==> src/rtl/intr_sequencer.sv <==
// Interrupt entry/exit sequencer for the 8-bit pipelined CPU.
// Latches edge-triggered requests and applies the mask and a fixed priority
// (lowest index wins). It waits for a clean pipeline, then pulses the
// acknowledge with a vector address and holds the active-ISR flag until RTI.
module intr_sequencer #(
  parameter int unsigned NUM_SRC      = 4,
  parameter logic [7:0]  VEC_BASE     = 8'h02,
  parameter int unsigned DRAIN_CYCLES = 2
) (
  input  logic               clk,
  input  logic               reset,
  input  logic [NUM_SRC-1:0] irq,
  input  logic               mask_we,
  input  logic [NUM_SRC-1:0] mask_wdata,
  input  logic               pipe_stall,
  input  logic               branch_pending,
  input  logic               rti_exec,
  output logic [NUM_SRC-1:0] mask,
  output logic [NUM_SRC-1:0] pending,
  output logic               intr_ack,
  output logic               flush_req,
  output logic               intr_active,
  output logic               vec_valid,
  output logic [7:0]         vec_addr,
  output logic [2:0]         src_id
);

  localparam int unsigned CNT_W = (DRAIN_CYCLES > 1) ? $clog2(DRAIN_CYCLES) : 1;
  localparam int unsigned SRC_W = 3;

  typedef enum logic [1:0] {
    IDLE   = 2'd0,
    DRAIN  = 2'd1,
    ACK    = 2'd2,
    ACTIVE = 2'd3
  } state_t;

  state_t             state_q, state_d;
  logic [NUM_SRC-1:0] irq_q;
  logic [NUM_SRC-1:0] pending_d;
  logic [NUM_SRC-1:0] mask_d;
  logic [CNT_W-1:0]   cnt_q, cnt_d;
  logic [SRC_W-1:0]   src_id_d;
  logic [NUM_SRC-1:0] rise;
  logic [NUM_SRC-1:0] req_vec;
  logic [NUM_SRC-1:0] clr_vec;
  logic               req;
  logic               clean;
  logic [SRC_W-1:0]   winner;
  logic               found;

  // Request path: edge detection, masking and lowest-index priority pick
  always_comb begin
    rise    = irq & ~irq_q;
    req_vec = pending & mask;
    req     = |req_vec;
    clean   = ~pipe_stall & ~branch_pending;
    winner  = '0;
    found   = 1'b0;
    for (int i = 0; i < int'(NUM_SRC); i++) begin
      if (req_vec[i] && !found) begin
        winner = SRC_W'(i);
        found  = 1'b1;
      end
    end
  end

  // Next-state, drain counter, source latch, pending and mask updates
  always_comb begin
    state_d   = state_q;
    cnt_d     = cnt_q;
    src_id_d  = src_id;
    mask_d    = mask_we ? mask_wdata : mask;
    clr_vec   = '0;
    if (state_q == ACK) begin
      clr_vec = NUM_SRC'(1) << src_id;
    end
    // a new edge in the clearing cycle wins over the clear
    pending_d = (pending & ~clr_vec) | rise;

    case (state_q)
      IDLE: begin
        if (req) begin
          state_d = DRAIN;
          cnt_d   = '0;
        end
      end
      DRAIN: begin
        if (!req) begin
          state_d = IDLE;
        end else if (clean) begin
          if (cnt_q == CNT_W'(DRAIN_CYCLES - 1)) begin
            state_d  = ACK;
            src_id_d = winner;
          end else begin
            cnt_d = cnt_q + CNT_W'(1);
          end
        end else begin
          cnt_d = '0;
        end
      end
      ACK: begin
        state_d = ACTIVE;
      end
      ACTIVE: begin
        if (rti_exec) begin
          state_d = IDLE;
        end
      end
      default: begin
        state_d = IDLE;
      end
    endcase
  end

  // State and output registers; outputs are decoded from the next state
  always_ff @(posedge clk) begin
    if (reset) begin
      state_q     <= IDLE;
      irq_q       <= irq;
      pending     <= '0;
      mask        <= '1;
      cnt_q       <= '0;
      src_id      <= '0;
      intr_ack    <= 1'b0;
      flush_req   <= 1'b0;
      vec_valid   <= 1'b0;
      intr_active <= 1'b0;
      vec_addr    <= VEC_BASE;
    end else begin
      state_q     <= state_d;
      irq_q       <= irq;
      pending     <= pending_d;
      mask        <= mask_d;
      cnt_q       <= cnt_d;
      src_id      <= src_id_d;
      intr_ack    <= (state_d == ACK);
      flush_req   <= (state_d == ACK);
      vec_valid   <= (state_d == ACK);
      intr_active <= (state_d == ACK) || (state_d == ACTIVE);
      vec_addr    <= VEC_BASE + 8'(src_id_d);
    end
  end

endmodule
==> config.mk <==
export PLATFORM = sky130hd
export DESIGN_NAME = intr_sequencer
export DESIGN_NICKNAME = d
export VERILOG_FILES = /design/src/rtl/intr_sequencer.sv
export SDC_FILE = /design/constraint.sdc
export NUM_CORES = 1
export LEC_CHECK = 0
export ABC_AREA = 1
export BUFFER_PORTS_ARGS = -buffer_cell sky130_fd_sc_hd__clkbuf_2
export CAP_MARGIN = 20
export CORE_MARGIN = 1
export CORE_UTILIZATION = 49
export DETAILED_ROUTE_END_ITERATION = 8
export PLACE_DENSITY = 0.87
export SETUP_SLACK_MARGIN = 0.15
export SYNTH_ARGS = -nofsm -noshare
export SYNTH_HDL_FRONTEND = slang
export SYNTH_SLANG_ARGS = --single-unit
export TNS_END_PERCENT = 5
==> constraint.sdc <==
create_clock -name clk -period 3.4 [get_ports clk]
set_clock_uncertainty 0.15 [all_clocks]
set_input_delay 0.85 -clock clk [delete_from_list [all_inputs] [get_ports clk]]
set_output_delay 0.85 -clock clk [all_outputs]
set_load 0.005 [all_outputs]
==> results of run 1 <==
## layout make-up
class                           count  area [um2]
Fill cell                         161         653
Clock buffer                        4        26.3
Timing Repair Buffer               32         160
Sequential cell                    23         460
Inverter                           14        52.6
Multi-Input combinational cell     72         343
Tap cell                           25        31.3
## worst max path at each step
stage                                      start                      to  cells after the start
after floorplan                   branch_pending  vec_addr[2]$_SDFF_PP0_                      6
after global placement            branch_pending  vec_addr[2]$_SDFF_PP0_                      7
after detailed placement          branch_pending  vec_addr[2]$_SDFF_PP0_                      8
after CTS                 src_id[0]$_SDFFE_PP0P_             vec_addr[0]                      1
after global routing      src_id[0]$_SDFFE_PP0P_               src_id[0]                      1
final                     src_id[0]$_SDFFE_PP0P_             vec_addr[0]                      1
## through the flow
| stage | worst slack [ns] | cell area [um2] | hold WS, ns |
|---|---|---|---|
| 6_report | 1.53 | 1070 | 0.342 |
| 3_3_place_gp | 1.62 | 1050 | 0.318 |
| 3_5_place_dp | 1.56 | 1050 | 0.330 |
| 4_1_cts | 1.52 | 1070 | 0.347 |
| 2_1_floorplan | 1.78 | 912 | 0.308 |
| 5_1_grt | 1.48 | 1070 | 0.369 |
## sequential cells by signal, summed over array words and instances, names as in the netlist
name,flops
vec_addr,3
cnt_q,1
state_q,2
src_id,3
intr_active,1
pending,4
vec_valid,1
irq_q,4
mask,4
## layer usage
metal	track usage	routed length (um)
met1	0.226	721
met2	0.332	799
met3	0.0520	126
met4	0.152	68
met5	0	0
## cells in the final DEF, fill, tap and decap left out
cell type,n
a21oi_1,7
a21oi_2,1
clkbuf_1,1
clkbuf_2,32
clkbuf_4,3
conb_1,4
dfxtp_1,23
inv_1,12
inv_2,2
nand2_1,23
nand2_2,4
nand3_1,8
nand3_2,2
nor2_1,13
nor2_2,1
nor2_4,2
nor3_1,1
o21ai_0,6
## kinds of logic (layout without fill, tap and decap cells)
logic type	Yosys count	count (layout)	share of synthesized area
and+or+nand+nor	54	54	0.282
other	1	4	0.00416
AOI/OAI and AO/OA	14	14	0.0819
DFF	23	23	0.511
buffers and inverters	22	50	0.121
## where the power goes
group	switching, mW	internal (mW)	leakage [nW]
clock network	0.0779	0.0459	0.0150
logic	0.0286	0.0206	0.340
registers	0.00779	0.280	0.189
==> results.sh, run 1 <==
export IMPL_r2r_setup_slack_ns=2.09
export IMPL_peakVddDrop_uv=195
export IMPL_die_y_um=44.9
export IMPL_start_util=0.522
export IMPL_syn_instance_count=114
export IMPL_p_leak_nw=0.544
export IMPL_avgViaCountPerCell=4.74
export IMPL_setup_worst_path_end_class="primary output"
export IMPL_finalSetupViolations=0
export IMPL_yosys_area_top_type="dfxtp_1"
export IMPL_critPathKind="flip-flop to primary output"
export IMPL_hp_start="irq_q[1]$_DFF_P_"
export IMPL_cts_hold_buffers_added=0
export IMPL_final_period_minus_worst_setup_slack_ns=1.87
export IMPL_outcome="finished clean"
export IMPL_path_buf_inv=1
export IMPL_cts_tree="built"
export IMPL_slew_viol_final=0
export IMPL_drt_first_pass_iters=4
export IMPL_synth_warnings=0
export IMPL_first_pass_grt_wire_length_um=2880
export IMPL_gp_congestion=0.765
export IMPL_grt_pass1_vias=704
export IMPL_critPathLaunchType="flip-flop"
export IMPL_synth_edff_count=0
export IMPL_drive_above_1_share=0.324
export IMPL_fin_crit_sh=0.551
export IMPL_post_synth_cell_area_avg_um2=7.90
export IMPL_cts_root_buf="clkbuf_4"
export IMPL_nNetsFinal=160
export IMPL_floorplan_io_pins=37
export IMPL_path_max_fanout=5
export IMPL_seq_area_frac_synth=0.511
export IMPL_cts_repair_timing_setup_buffer_count=0
export IMPL_synth_top_cells_by_area="dfxtp_1, nand2_1, buf_4"
export IMPL_clock_path_buffers=2
export IMPL_whs_path_depth=3
export IMPL_ant_nets=0
export IMPL_post_synth_num_cell_types=17
export IMPL_gr_total_overflow=0
export IMPL_dp_cells=166
export IMPL_clk_transition_reported_paths_ns=0.12
export IMPL_power_density_cell_area_mw_per_mm2=430
export IMPL_depth_of_the_worst_register_to_register_path=6
export IMPL_rsz_0062_raised_after_global_routing="false"
export IMPL_postRouteWirelength_um=1720
export IMPL_instances_no_fill=170
export IMPL_cap_violations=0
export IMPL_diodes=0
export IMPL_h_tree_depth=1
export IMPL_synthTopCellsByCount="dfxtp_1, nand2_1, nor2_1"
export IMPL_finalCoreUtilization=0.622
export IMPL_totalNegativeSetupSlack_ns=0
export IMPL_track_usage=0.203
export IMPL_num_vias=806
export IMPL_cts_inserted_buffers=3
export IMPL_cts_resized=0
export IMPL_fp_row_count=15
export IMPL_critPathSlowestCell="dfxtp_1"
export IMPL_die_width_um=44.9
export IMPL_coreArea_mm2=0.00173
export IMPL_grt_max_degree=13
export IMPL_grt_antenna_before_repair=0
export IMPL_die_area_mm2=0.00201
export IMPL_synthArstFlopShare=0
export IMPL_cp_top_family="flip-flops"
export IMPL_netlist_area_leader_share=0.511
export IMPL_hpwlAfterDp_um=1330
export IMPL_synth_ff_latch_count=23
export IMPL_r2r_start="mask[0]$_SDFFE_PP1P_"
export IMPL_port_buffers=32
export IMPL_clk_insertion_delay_late_ns=0.31
export IMPL_crit_path_cell_trace="clkbuf_2"
export IMPL_detail_route_drc_violations=0
export IMPL_hold_path_class="flip-flop to flip-flop"
export IMPL_totalPowerFinal_mw=0.461
export IMPL_dominantRegCellSynth="dfxtp_1"
export IMPL_worst_path_largest_cell_delay_ns=0.42
export IMPL_hold_viol=0
export IMPL_wire_per_inst_um=10.1
export IMPL_clock_sinks=23
export IMPL_timing_hold_worst_endpoint="pending[1]$_SDFF_PP0_"
export IMPL_drtIter0Drc=19
export IMPL_achievable_frequency_mhz=534
export IMPL_worst_reg2reg_path_endpoint="vec_addr[2]$_SDFF_PP0_"
export IMPL_mappedNetlistArea_um2=901
export IMPL_timing_critical_path_required_ns=2.40
export IMPL_syn2layout_area_growth_pct=19.2
export IMPL_worstPathArrival_ns=0.87
Power figures use the tool's default switching activity.
==> run 2, diff against run 1 <==
Settings changed: CORE_UTILIZATION 49 to 45, PLACE_DENSITY 0.87 to 0.81.
Clock period 3.4 ns to 1.84 ns, I/O delays scaled along.
==> run 2 against run 1 <==
  * Via count is the same
  * Highest routed layer unchanged
  * Clock power increased by 81%
  * Sequential power up 85%
  * First-iteration DRC count decreased by 5.3%
  * Global-route usage shrank 1.9 points
  * Worst hold slack worse by 0.23 ns
  * Routed wire length is 0.29% lower
  * Core utilization shrank 2.5 points
  * Die area is 8.5% higher
  * Critical path depth did not move
  * Sequential share of layout area hardly changed
==> results.sh, run 2 (synthesized netlist as in run 1, its figures left out) <==
export IMPL_grt_max_degree=14
export IMPL_start_util=0.500
export IMPL_global_routing_usage_on_met2=0.314
export IMPL_nNetsFinal=160
export IMPL_clock_path_buffers=2
export IMPL_finalCoreUtilization=0.597
export IMPL_worst_path_largest_cell_delay_ns=0.42
export IMPL_r2r_start="state_q[1]$_SDFF_PP0_"
export IMPL_hpwlAfterDp_um=1350
export IMPL_final_period_minus_worst_setup_slack_ns=1.47
export IMPL_detail_route_drc_violations=0
export IMPL_path_max_fanout=5
export IMPL_floorplan_io_pins=37
export IMPL_whs_path_depth=1
export IMPL_diodes=0
export IMPL_grt_most_used_layer="met2"
export IMPL_clock_sinks=23
export IMPL_fin_crit_sh=0.798
export IMPL_worstPathArrival_ns=0.86
export IMPL_cp_top_family="flip-flops"
export IMPL_num_vias=806
export IMPL_clk_insertion_delay_late_ns=0.30
export IMPL_rsz_0062_raised_after_global_routing="false"
export IMPL_pre_cts_ws_ns=0.414
export IMPL_p_leak_nw=0.547
export IMPL_most_common_layout_cells="clkbuf_2, nand2_1, dfxtp_1, nor2_1, inv_1"
export IMPL_cts_inserted_buffers=3
export IMPL_track_usage=0.184
export IMPL_power_density_cell_area_mw_per_mm2=790
export IMPL_peakVddDrop_uv=486
export IMPL_finalSetupViolations=0
export IMPL_totalNegativeSetupSlack_ns=0
export IMPL_critPathLaunchType="flip-flop"
export IMPL_first_pass_grt_wire_length_um=2880
export IMPL_critPathKind="flip-flop to primary output"
export IMPL_die_width_um=46.7
export IMPL_gr_usage_met1=0.234
export IMPL_setup_worst_path_end_class="primary output"
export IMPL_path_buf_inv=1
export IMPL_clk_transition_reported_paths_ns=0.12
export IMPL_dp_cells=166
export IMPL_cap_violations=0
export IMPL_outcome="finished clean"
export IMPL_drtIter0Drc=18
export IMPL_cts_root_buf="clkbuf_4"
export IMPL_port_buffers=32
export IMPL_grt_pass1_vias=717
export IMPL_r2r_setup_slack_ns=0.52
export IMPL_crit_path_cell_trace="clkbuf_2"
export IMPL_met3_usage=0.0346
export IMPL_ant_nets=0
export IMPL_cts_tree="built"
export IMPL_avgViaCountPerCell=4.74
export IMPL_timing_hold_worst_endpoint="irq_q[1]$_DFF_P_"
export IMPL_fp_row_count=15
export IMPL_cts_repair_timing_setup_buffer_count=0
export IMPL_gp_congestion=0.815
export IMPL_critPathSlowestCell="dfxtp_1"
export IMPL_hold_path_class="input pin to flip-flop"
export IMPL_depth_of_the_worst_register_to_register_path=5
export IMPL_die_area_mm2=0.00218
export IMPL_drt_first_pass_iters=4
export IMPL_postRouteWirelength_um=1710
export IMPL_coreArea_mm2=0.00180
export IMPL_syn2layout_area_growth_pct=19.3
export IMPL_die_y_um=46.7
export IMPL_achievable_frequency_mhz=681
export IMPL_layout_setup_ws_ns=0.372
export IMPL_cts_resized=0
export IMPL_instances_no_fill=170
export IMPL_gr_total_overflow=0
export IMPL_leading_registers_by_flop_count="irq_q x4, mask x4, pending x4"
export IMPL_drive_above_1_share=0.331
export IMPL_worst_reg2reg_path_endpoint="pending[3]$_SDFF_PP0_"
export IMPL_h_tree_depth=1
export IMPL_hp_start="irq[1]"
export IMPL_grt_antenna_before_repair=0
export IMPL_wire_per_inst_um=10.1
export IMPL_slew_viol_final=0
export IMPL_commonest_non_fill_non_tap_cell_in_the_layout="clkbuf_2"
export IMPL_cts_hold_buffers_added=0
export IMPL_hold_viol=0
export IMPL_timing_critical_path_required_ns=1.23
export IMPL_holdWs_ns=0.116
==> run 2: cell types whose count changed in the layout (fill, tap and decap cells not counted), sizes merged <==
cell    before  now
clkinv       0    1
clkbuf      36   35
==> run 2: worst max path at each step <==
| stage | cells after the start | start | endpoint | slack (ns) |
|---|---|---|---|---|
| 2_1_floorplan | 6 | branch_pending | vec_addr[2]$_SDFF_PP0_ | 0.61 |
| 3_3_place_gp | 7 | branch_pending | vec_addr[2]$_SDFF_PP0_ | 0.44 |
| 3_5_place_dp | 8 | branch_pending | vec_addr[2]$_SDFF_PP0_ | 0.41 |
| 4_1_cts | 1 | src_id[0]$_SDFFE_PP0P_ | src_id[0] | 0.36 |
| 5_1_grt | 1 | src_id[0]$_SDFFE_PP0P_ | vec_addr[0] | 0.29 |
| 6_report | 1 | src_id[0]$_SDFFE_PP0P_ | src_id[0] | 0.37 |
==> run 2: layout make-up <==
cell class	count	area (um2)
fillers	172	727
flip-flops and latches	23	460
multi-input cells	72	343
repair buffers	32	160
inverters	14	52.6
well taps	25	31.3
clock buffers	3	22.5
clock inverters	1	5.00
==> run 2: power breakdown <==
group	switching, mW	total (mW)	leakage (nW)	internal (mW)
Clock	0.144	0.225	0.0177	0.0809
Sequential	0.0142	0.532	0.189	0.518
Combinational	0.0539	0.0920	0.340	0.0381
Total	0.212	0.849	0.547	0.637
==> run 2: routing by layer <==
layer / routed length [um] / vias up
met1: 722 / 359
li1: - / 404
met5: 0 / -
met4: 20 / 0
met2: 851 / 37
met3: 116 / 6
==> run 2: stage by stage <==
stage	instance area (um2)	power, mW
final	1070	0.849
after global placement	1050	0.631
after global routing	1070	0.897
after detailed placement	1050	0.634
after CTS	1070	0.852
after floorplan	912	0.601
==> run 3, diff against run 2 <==
Settings changed: CORE_UTILIZATION 45 to 41, PLACE_DENSITY 0.81 to 0.79.
Clock period 1.84 ns to 1.35 ns, I/O delays scaled along.
==> run 3 against run 2 <==
  * Total power grew 40%
  * Die area is 9.3% higher
  * Register-to-register slack lost 0.44 ns
  * Core utilization shrank 1.3 points
  * Via count increased by 3.0%
  * Cell count up 5.3%
  * Non-clock buffer count up 7
  * Global-route usage is 1.8 points lower
  * Largest cell class unchanged
==> results.sh, run 3 (synthesized netlist as in run 1, its figures left out) <==
export IMPL_drt_first_pass_iters=4
export IMPL_clk_transition_reported_paths_ns=0.13
export IMPL_most_common_layout_cells="clkbuf_2, nand2_1, inv_1, dfxtp_2"
export IMPL_totalNegativeSetupSlack_ns=0
export IMPL_start_util=0.446
export IMPL_cts_inserted_buffers=3
export IMPL_clock_path_buffers=2
export IMPL_placement_cell_area_mm2=0.00106
export IMPL_port_buffers=32
export IMPL_drtIter0Drc=10
export IMPL_track_usage=0.167
export IMPL_whs_path_depth=3
export IMPL_crit_path_cell_trace="clkbuf_2"
export IMPL_ant_nets=0
export IMPL_worstPathArrival_ns=0.81
export IMPL_depth_of_the_worst_register_to_register_path=5
export IMPL_cap_violations=0
export IMPL_layout_setup_ws_ns=0.0564
export IMPL_finalSetupViolations=0
export IMPL_floorplan_io_pins=37
export IMPL_met3_usage=0.0467
export IMPL_gp_congestion=0.828
export IMPL_clock_sinks=23
export IMPL_power_density_cell_area_mw_per_mm2=1010
export IMPL_hold_path_class="input pin to flip-flop"
export IMPL_fp_row_count=16
export IMPL_critPathKind="flip-flop to primary output"
export IMPL_grt_max_degree=14
export IMPL_first_pass_grt_wire_length_um=3090
export IMPL_hpwlAfterDp_um=1400
export IMPL_regArea_um2=475
export IMPL_clk_insertion_delay_late_ns=0.32
export IMPL_nNetsFinal=167
export IMPL_grt_antenna_before_repair=0
export IMPL_diodes=0
export IMPL_final_period_minus_worst_setup_slack_ns=1.29
export IMPL_instances_no_fill=179
export IMPL_postRouteWirelength_um=1810
export IMPL_hold_viol=0
export IMPL_peakVddDrop_uv=724
export IMPL_syn2layout_area_growth_pct=31.0
export IMPL_timing_hold_worst_endpoint="mask[3]$_SDFFE_PP1P_"
export IMPL_r2r_start="state_q[1]$_SDFF_PP0_"
export IMPL_cts_tree="built"
export IMPL_die_area_mm2=0.00239
export IMPL_leading_registers_by_flop_count="irq_q x4, mask x4, pending x4"
export IMPL_fin_crit_sh=0.958
export IMPL_gr_usage_met1=0.179
export IMPL_setup_worst_path_end_class="primary output"
export IMPL_avgViaCountPerCell=4.64
export IMPL_achievable_frequency_mhz=773
export IMPL_h_tree_depth=1
export IMPL_multi_input_area_um2=368
export IMPL_p_leak_nw=0.591
export IMPL_timing_critical_path_required_ns=0.86
export IMPL_commonest_non_fill_non_tap_cell_in_the_layout="clkbuf_2"
export IMPL_holdWs_ns=0.0820
export IMPL_die_y_um=48.9
export IMPL_critPathLaunchType="flip-flop"
export IMPL_wire_per_inst_um=10.1
export IMPL_grt_most_used_layer="met2"
export IMPL_global_routing_usage_on_met2=0.308
export IMPL_die_width_um=48.9
export IMPL_path_max_fanout=4
export IMPL_drive_above_1_share=0.447
export IMPL_hp_start="mask_wdata[3]"
export IMPL_dp_cells=169
export IMPL_cp_top_family="flip-flops"
export IMPL_r2r_setup_slack_ns=0.08
export IMPL_critPathSlowestCell="dfxtp_2"
export IMPL_source_of_the_critical_timing_path="mask[3]$_SDFFE_PP1P_"
export IMPL_coreArea_mm2=0.00202
export IMPL_gr_total_overflow=0
export IMPL_rsz_0062_raised_after_global_routing="true"
export IMPL_cts_root_buf="clkbuf_4"
export IMPL_pre_cts_ws_ns=0.0390
export IMPL_fillCellCount=191
export IMPL_path_buf_inv=1
export IMPL_detail_route_drc_violations=0
export IMPL_grt_pass1_vias=771
export IMPL_worst_path_largest_cell_delay_ns=0.37
export IMPL_worst_reg2reg_path_endpoint="pending[1]$_SDFF_PP0_"
export IMPL_outcome="finished clean"
export IMPL_final_cell_area_excluding_filler_cells_mm2=0.00118
export IMPL_finalCoreUtilization=0.584
export IMPL_slew_viol_final=0
export IMPL_totalPowerFinal_mw=1.19
export IMPL_num_vias=830
-- run 3: cell count changes in the layout (fill, tap and decap cells not counted), sizes merged --
cell,delta
buf,+3
dlygate4sd3,+4
-- run 3: power breakdown --
part	internal (mW)	total (mW)	leakage (nW)	switching (mW)
Clock	0.111	0.313	0.0177	0.202
Sequential	0.709	0.728	0.192	0.0194
Combinational	0.0680	0.150	0.381	0.0822
Total	0.888	1.19	0.591	0.304
-- run 3: worst max-delay path by stage --
stage,end,slack (ns),cells past startpoint
5_1_grt,vec_addr[2]$_SDFF_PP0_,0.006,8
2_1_floorplan,vec_addr[2]$_SDFF_PP0_,0.21,6
6_report,mask[3],0.06,1
4_1_cts,mask[3],0.05,1
3_5_place_dp,vec_addr[2]$_SDFF_PP0_,0.04,8
3_3_place_gp,vec_addr[2]$_SDFF_PP0_,0.08,7
-- run 3: layout make-up --
| class | count | share of cell area |
|---|---|---|
| flip-flops and latches | 23 | 0.403 |
| clock inverters | 1 | 0.00424 |
| multi-input cells | 72 | 0.312 |
| repair buffers | 39 | 0.189 |
| clock buffers | 3 | 0.0191 |
| inverters | 14 | 0.0445 |
| well taps | 27 | 0.0286 |
-- run 3: what timing repair did --
action / CTS / global route
gates resized for setup: 9 / 10
setup endpoints to repair: 29 / 33
pin swaps: 0 / 1
setup buffers: 1 / 1
hold buffers: 4 / 0
endpoints found under the hold margin: 4 / 0
-- run 3: routing by layer --
layer	wire (um)	up-vias
met5	0	-
met4	33	0
met3	79	5
met2	945	21
met1	748	381
li1	-	423
